[config.mk]
export PLATFORM = sky130hd
export DESIGN_NAME = floating_point_multiplier
export DESIGN_NICKNAME = d
export VERILOG_FILES = /design/src/rtl/floating_point_pkg.sv /design/src/rtl/floating_point_rounder.sv /design/src/rtl/floating_point_multiplier.sv
export SDC_FILE = /design/constraint.sdc
export NUM_CORES = 2
export LEC_CHECK = 0
export CORE_MARGIN = 8
export CORE_UTILIZATION = 55
export DETAILED_ROUTE_END_ITERATION = 10
export PLACE_DENSITY = 0.79
export SETUP_SLACK_MARGIN = 0.02
export SYNTH_ARGS = -nofsm -noshare
export SYNTH_HDL_FRONTEND = slang
export SYNTH_SLANG_ARGS = --single-unit
[constraint.sdc]
create_clock -name clk_i -period 8.6 [get_ports clk_i]
set_clock_uncertainty 0.05 [all_clocks]
set_input_delay 1.29 -clock clk_i [delete_from_list [all_inputs] [get_ports clk_i]]
set_output_delay 1.29 -clock clk_i [all_outputs]
set_load 0.05 [all_outputs]
[src/rtl/floating_point_pkg.sv]
// Shared definitions for the floating-point multiplier and divider:
// operand classes plus bias and canonical quiet-NaN values as functions of
// the exponent and fraction widths.
package floating_point_pkg;

  typedef enum logic [1:0] {
    FP_ZERO   = 2'd0,
    FP_NORMAL = 2'd1,
    FP_INF    = 2'd2,
    FP_NAN    = 2'd3
  } fp_class_e;

  // Exponent bias: 2^(exp_width-1) - 1.
  function automatic int fp_bias(input int exp_width);
    return (1 << (exp_width - 1)) - 1;
  endfunction

  // Canonical qNaN: sign 0, exponent all ones, fraction MSB set, rest 0.
  // Returned in a 64-bit container; callers slice the low word.
  function automatic logic [63:0] fp_qnan(input int exp_width, input int frac_width);
    logic [63:0] v;
    v = '0;
    for (int i = 0; i < exp_width; i++) v[frac_width + i] = 1'b1;
    v[frac_width - 1] = 1'b1;
    return v;
  endfunction

endpackage

[src/rtl/floating_point_rounder.sv]
// Combinational normalize / round-to-nearest-even / range check / special
// override. The normalize half feeds one pipeline register, the rounding
// half the next, so the same block serves any pipelined FP datapath.
module floating_point_rounder
  import floating_point_pkg::*;
#(
  parameter int EXP_WIDTH  = 8,
  parameter int FRAC_WIDTH = 23
) (
  // normalize section
  input  logic [2*FRAC_WIDTH+1:0]        prod,
  input  logic signed [EXP_WIDTH+1:0]    prod_exp,
  output logic [FRAC_WIDTH:0]            norm_mant,
  output logic                           norm_guard,
  output logic                           norm_round,
  output logic                           norm_sticky,
  output logic signed [EXP_WIDTH+1:0]    norm_exp,
  // rounding section
  input  logic [FRAC_WIDTH:0]            mant,
  input  logic                           guard,
  input  logic                           round,
  input  logic                           sticky,
  input  logic signed [EXP_WIDTH+1:0]    exp_in,
  input  logic                           sign,
  input  fp_class_e                      cls_a,
  input  fp_class_e                      cls_b,
  output logic [EXP_WIDTH+FRAC_WIDTH:0]  result
);

  localparam int W = 1 + EXP_WIDTH + FRAC_WIDTH;
  localparam logic [63:0] QNAN_FULL = fp_qnan(EXP_WIDTH, FRAC_WIDTH);
  localparam logic [W-1:0] QNAN = QNAN_FULL[W-1:0];
  localparam logic signed [EXP_WIDTH+1:0] EXP_ONE  = (EXP_WIDTH+2)'(1);
  localparam logic signed [EXP_WIDTH+1:0] EXP_ZERO = '0;
  localparam logic signed [EXP_WIDTH+1:0] EXP_MAX  = $signed({2'b00, {EXP_WIDTH{1'b1}}});

  logic [FRAC_WIDTH+1:0]         mant_sum;
  logic                          round_up;
  logic [FRAC_WIDTH-1:0]         frac_r;
  logic signed [EXP_WIDTH+1:0]   exp_r;

  // Product in [1,4): a set MSB means the value is >= 2, so shift right once.
  always_comb begin
    norm_mant   = prod[2*FRAC_WIDTH:FRAC_WIDTH];
    norm_guard  = prod[FRAC_WIDTH-1];
    norm_round  = prod[FRAC_WIDTH-2];
    norm_sticky = |prod[FRAC_WIDTH-3:0];
    norm_exp    = prod_exp;
    if (prod[2*FRAC_WIDTH+1]) begin
      norm_mant   = prod[2*FRAC_WIDTH+1:FRAC_WIDTH+1];
      norm_guard  = prod[FRAC_WIDTH];
      norm_round  = prod[FRAC_WIDTH-1];
      norm_sticky = |prod[FRAC_WIDTH-2:0];
      norm_exp    = prod_exp + EXP_ONE;
    end
  end

  // Round to nearest even, then flush underflow, saturate overflow to inf,
  // and let operand classes override the numeric result.
  always_comb begin
    round_up = guard & (round | sticky | mant[0]);
    mant_sum = {1'b0, mant} + {{(FRAC_WIDTH+1){1'b0}}, round_up};
    frac_r   = mant_sum[FRAC_WIDTH-1:0];
    exp_r    = exp_in;
    if (mant_sum[FRAC_WIDTH+1]) begin
      // all-ones mantissa rounded up to 2.0: becomes 1.0 with exponent+1
      frac_r = '0;
      exp_r  = exp_in + EXP_ONE;
    end
    result = {sign, exp_r[EXP_WIDTH-1:0], frac_r};
    if (exp_r <= EXP_ZERO) result = {sign, {(W-1){1'b0}}};
    else if (exp_r >= EXP_MAX) result = {sign, {EXP_WIDTH{1'b1}}, {FRAC_WIDTH{1'b0}}};
    if (cls_a == FP_NAN || cls_b == FP_NAN ||
        (cls_a == FP_INF && cls_b == FP_ZERO) || (cls_a == FP_ZERO && cls_b == FP_INF))
      result = QNAN;
    else if (cls_a == FP_INF || cls_b == FP_INF)
      result = {sign, {EXP_WIDTH{1'b1}}, {FRAC_WIDTH{1'b0}}};
    else if (cls_a == FP_ZERO || cls_b == FP_ZERO)
      result = {sign, {(W-1){1'b0}}};
  end

endmodule

[src/rtl/floating_point_multiplier.sv]
// Pipelined IEEE-style multiplier: input capture, unpack/classify, mantissa
// product, normalize, round. Fixed latency, one operation per cycle.
//
// Handshake: valid-only. An operation is accepted on every rising edge with
// valid_i=1 and rst_i=0; there is no ready and the pipeline never stalls.
// fp_o is meaningful when valid_o=1 and holds its last value otherwise.
module floating_point_multiplier
  import floating_point_pkg::*;
#(
  parameter int EXP_WIDTH  = 8,
  parameter int FRAC_WIDTH = 23
) (
  input  logic                          clk_i,
  input  logic                          rst_i,
  input  logic [EXP_WIDTH+FRAC_WIDTH:0] fp_a_i,
  input  logic [EXP_WIDTH+FRAC_WIDTH:0] fp_b_i,
  input  logic                          valid_i,
  output logic [EXP_WIDTH+FRAC_WIDTH:0] fp_o,
  output logic                          valid_o
);

  localparam int W = 1 + EXP_WIDTH + FRAC_WIDTH;
  localparam logic signed [EXP_WIDTH+1:0] BIAS_X = (EXP_WIDTH+2)'(fp_bias(EXP_WIDTH));

  function automatic fp_class_e classify(input logic [EXP_WIDTH-1:0] e,
                                         input logic [FRAC_WIDTH-1:0] f);
    if (e == '0) return FP_ZERO;   // subnormals flush to zero
    if (&e) return (f == '0) ? FP_INF : FP_NAN;
    return FP_NORMAL;
  endfunction

  logic                          s0_valid, s1_valid, s2_valid, s3_valid;
  logic [W-1:0]                  s0_a, s0_b;
  logic                          s1_sign, s2_sign, s3_sign;
  logic signed [EXP_WIDTH+1:0]   s1_exp, s2_exp, s3_exp;
  logic [FRAC_WIDTH:0]           s1_ma, s1_mb, s3_mant;
  fp_class_e                     s1_cls_a, s1_cls_b, s2_cls_a, s2_cls_b, s3_cls_a, s3_cls_b;
  logic [2*FRAC_WIDTH+1:0]       s2_prod;
  logic                          s3_guard, s3_round, s3_sticky;

  logic [FRAC_WIDTH:0]           n_mant;
  logic                          n_guard, n_round, n_sticky;
  logic signed [EXP_WIDTH+1:0]   n_exp;
  logic [W-1:0]                  rounded;

  floating_point_rounder #(
    .EXP_WIDTH  (EXP_WIDTH),
    .FRAC_WIDTH (FRAC_WIDTH)
  ) u_rounder (
    .prod        (s2_prod),
    .prod_exp    (s2_exp),
    .norm_mant   (n_mant),
    .norm_guard  (n_guard),
    .norm_round  (n_round),
    .norm_sticky (n_sticky),
    .norm_exp    (n_exp),
    .mant        (s3_mant),
    .guard       (s3_guard),
    .round       (s3_round),
    .sticky      (s3_sticky),
    .exp_in      (s3_exp),
    .sign        (s3_sign),
    .cls_a       (s3_cls_a),
    .cls_b       (s3_cls_b),
    .result      (rounded)
  );

  // Valid chain and output word; reset flushes every in-flight operation.
  always_ff @(posedge clk_i) begin
    if (rst_i) begin
      s0_valid <= 1'b0;
      s1_valid <= 1'b0;
      s2_valid <= 1'b0;
      s3_valid <= 1'b0;
      valid_o  <= 1'b0;
      fp_o     <= '0;
    end else begin
      s0_valid <= valid_i;
      s1_valid <= s0_valid;
      s2_valid <= s1_valid;
      s3_valid <= s2_valid;
      valid_o  <= s3_valid;
      if (s3_valid) fp_o <= rounded;
    end
  end

  // Stage data; each register loads only when its incoming valid is set.
  always_ff @(posedge clk_i) begin
    if (valid_i) begin
      s0_a <= fp_a_i;
      s0_b <= fp_b_i;
    end
    if (s0_valid) begin
      s1_sign  <= s0_a[W-1] ^ s0_b[W-1];
      s1_exp   <= $signed({2'b00, s0_a[W-2:FRAC_WIDTH]}) +
                  $signed({2'b00, s0_b[W-2:FRAC_WIDTH]}) - BIAS_X;
      s1_ma    <= {1'b1, s0_a[FRAC_WIDTH-1:0]};
      s1_mb    <= {1'b1, s0_b[FRAC_WIDTH-1:0]};
      s1_cls_a <= classify(s0_a[W-2:FRAC_WIDTH], s0_a[FRAC_WIDTH-1:0]);
      s1_cls_b <= classify(s0_b[W-2:FRAC_WIDTH], s0_b[FRAC_WIDTH-1:0]);
    end
    if (s1_valid) begin
      s2_sign  <= s1_sign;
      s2_exp   <= s1_exp;
      s2_prod  <= {{(FRAC_WIDTH+1){1'b0}}, s1_ma} * {{(FRAC_WIDTH+1){1'b0}}, s1_mb};
      s2_cls_a <= s1_cls_a;
      s2_cls_b <= s1_cls_b;
    end
    if (s2_valid) begin
      s3_sign   <= s2_sign;
      s3_exp    <= n_exp;
      s3_mant   <= n_mant;
      s3_guard  <= n_guard;
      s3_round  <= n_round;
      s3_sticky <= n_sticky;
      s3_cls_a  <= s2_cls_a;
      s3_cls_b  <= s2_cls_b;
    end
  end

endmodule
==> metrics.txt <==
crit path launch=s1_mb[8]; CP Class=flip-flop to flip-flop; Synth cell types=72; yosys warns=0; share of the synthesized area in the top cell type=0.335; largest net degree at the start of global routing=66; Top FF cell, synth=edfxtp_1; TritonRoute pass-1 iters=6; post-CTS sizing=0; slowest stage delay, CP=0.62 ns; status=complete, no violations; Sink Count=267; Levels on crit path=25; n_diodes=0; Finished Layout Cells=3524; Post-synth EDFFs=230; Hold-fix buffers, CTS=0; antenna-violating nets left=0; top cells by area, synth=fa_1, edfxtp_1, ha_1; ys async rst share=0; Final HPWL DP=56800 µm; Max Cap Violations=0; actual slew at the worst max-slew pin=1.28 ns; synthesis-to-finish area growth=9.27%; Vias per Instance=5.53; PortBufs=99; die area=60100 µm²; crit-path leading delay family=adder cells; DP Worst Slack=0.682 ns; Fmax=126 MHz; Clock H-tree levels=1; layout net count=3556; hold path start=s1_cls_b[1]; Synth Area per Inst=10.5 µm²; Starting Density=0.552; final wirelength=71600 µm; Worst Slack Setup Final=0.678 ns; RePlAce Congestion=0.945; unrepaired setup endpoints after global routing=false; setup repair bufs after CTS=0; Final setup violation count=0; initial drt markers=1505; Yosys reg bits=267; # IOs=100; worst reg-to-reg path cell count=25; Die X=245 µm; vias in the first global route=21.3k; Post-Syn Instances=2759; fraction of layout cells with a size suffix above 1=0.0557; most frequent cell on the critical path=fa_1; Crit path required time=8.82 ns; fin. max-slew vios=0; CTS tree=yes; Total Routing Usage GR=0.244; critical path peak fanout=17; CP Buf/Inv Count=7; DRC viols=0; vias after detailed routing=19.5k; CORE AREA=52200 µm²; Post-Route Setup TNS=0 ns; placed cell area=30600 µm²; placed insts=3472; Seq/Total Area, Yosys=0.265; fill count=4228; Skew-Pair Late Insertion Delay=0.58 ns; final instance area=31500 µm²; Synth area leader=fa_1; min Tclk post-route=7.92 ns; mapped cell area=28900 µm²; clock root cell=clkbuf_16; FF-to-FF Start=s1_mb[8]; crit share post-route=0.921; TritonCTS Buffers=29; remaining global-route overflow=0; antenna violations before repair=1; Hold Crit Class=flip-flop to flip-flop; arrival time worst endpoint=8.15 ns; Setup crit start kind=flip-flop; crit path to=s2_prod[32]; post-DR wirelength/cell=20.3 µm; CTS Buffer Depth=3; reg2reg end=s2_prod[32]; row count=84; reg2reg setup slack=0.68 ns; Max stage delay cell, worst path=edfxtp_1; syn nets=3500; first-pass GRT wire length=115000 µm; final hold violation count=0; Slew HR=0.147; CP endpoint kind=flip-flop; Clock transition at path regs=0.06 ns; Die Y=245 µm
state kept, by name (all words and copies together), names as in the netlist, 23 cells and up:
register  cells
fp_o         32
s0_a         32
s0_b         32
s1_ma        23
s1_mb        23
s2_prod      48
s3_mant      24
synth_stat cells, types with 5 or more instances:
cell,n
o21ai_0,23
dfxtp_1,37
and2_1,253
nand4_1,26
nor4_1,22
a21o_1,23
nand2_1,319
and3_1,12
inv_1,595
xnor2_1,55
edfxtp_1,230
o21a_1,5
ha_1,191
nor3_1,17
fa_1,483
xor2_1,31
a31oi_1,5
mux2_2,26
a31o_2,6
clkbuf_1,102
nand3_1,18
and4_1,5
nor2_1,82
a211oi_1,10
nor2b_1,13
buf_1,6
a21oi_1,56
o21bai_1,10
a2111oi_0,5
o21ai_2,20
nand4b_1,5
worst min-delay path by stage:
stage	end	slack [ns]	cells after the start
after global placement	s2_exp[8]	0.35	0
after floorplan	s2_cls_a[0]	0.35	0
final	s2_cls_b[1]	0.37	0
after CTS	s2_cls_b[1]	0.37	0
after global routing	s2_sign	0.38	0
after detailed placement	s2_cls_b[0]	0.36	0
per-stage QoR:
stage / hold slack, ns / util
finish: 0.369 / 0.604
global route: 0.378 / 0.604
CTS: 0.371 / 0.604
detailed placement: 0.356 / 0.585
global placement: 0.354 / 0.585
floorplan: 0.350 / -
kinds of logic after synthesis:
logic type      count (synthesis)  synth area share
xor+xnor                       86            0.0261
buf+inv                       711            0.0931
flops                         267             0.265
simple gates                  799             0.141
fa+ha+maj                     674             0.418
compound gates                194            0.0461
mux                            28            0.0108
layout make-up:
type                            instances  area [µm²]  share of cell area
Timing Repair Buffer                  138        1280              0.0406
Inverter                              598        2240              0.0712
Clock buffer                           41         846              0.0268
Sequential cell                       267        7650               0.243
Multi-Input combinational cell       1781       18500               0.587
Tap cell                              688         861              0.0273
Clock inverter                         11         129             0.00409
placed cells by master (no fill, tap or decap), types with 12 or more instances in the layout:
| cell | synthesis | routed |
|---|---|---|
| mux2_2 | 26 | 26 |
| nor2_1 | 82 | 82 |
| fa_1 | 483 | 483 |
| xor2_1 | 31 | 31 |
| nor3_1 | 17 | 17 |
| buf_4 | 0 | 39 |
| inv_1 | 595 | 595 |
| ha_1 | 191 | 191 |
| nand3_1 | 18 | 18 |
| nor4_1 | 22 | 22 |
| o21ai_0 | 23 | 23 |
| a21o_1 | 23 | 23 |
| dfxtp_1 | 37 | 34 |
| edfxtp_1 | 230 | 230 |
| nand2_1 | 319 | 319 |
| clkdlybuf4s50_1 | 0 | 98 |
| and3_1 | 12 | 12 |
| a21oi_1 | 56 | 56 |
| and2_1 | 253 | 253 |
| nand4_1 | 26 | 26 |
| o21ai_2 | 20 | 20 |
| clkbuf_16 | 0 | 30 |
| xnor2_1 | 55 | 55 |
| nor2b_1 | 13 | 13 |
layer usage:
metal / GRT usage / vias to the layer above / wire, µm
met5: 0 / - / 0
met4: 0.0862 / 0 / 2880
met3: 0.0475 / 172 / 5960
met2: 0.408 / 844 / 34000
met1: 0.316 / 9826 / 28800
li1: - / 8649 / -
Power is not shown: default switching activity piles up to over one toggle a cycle in this logic, so the estimate is an artifact.
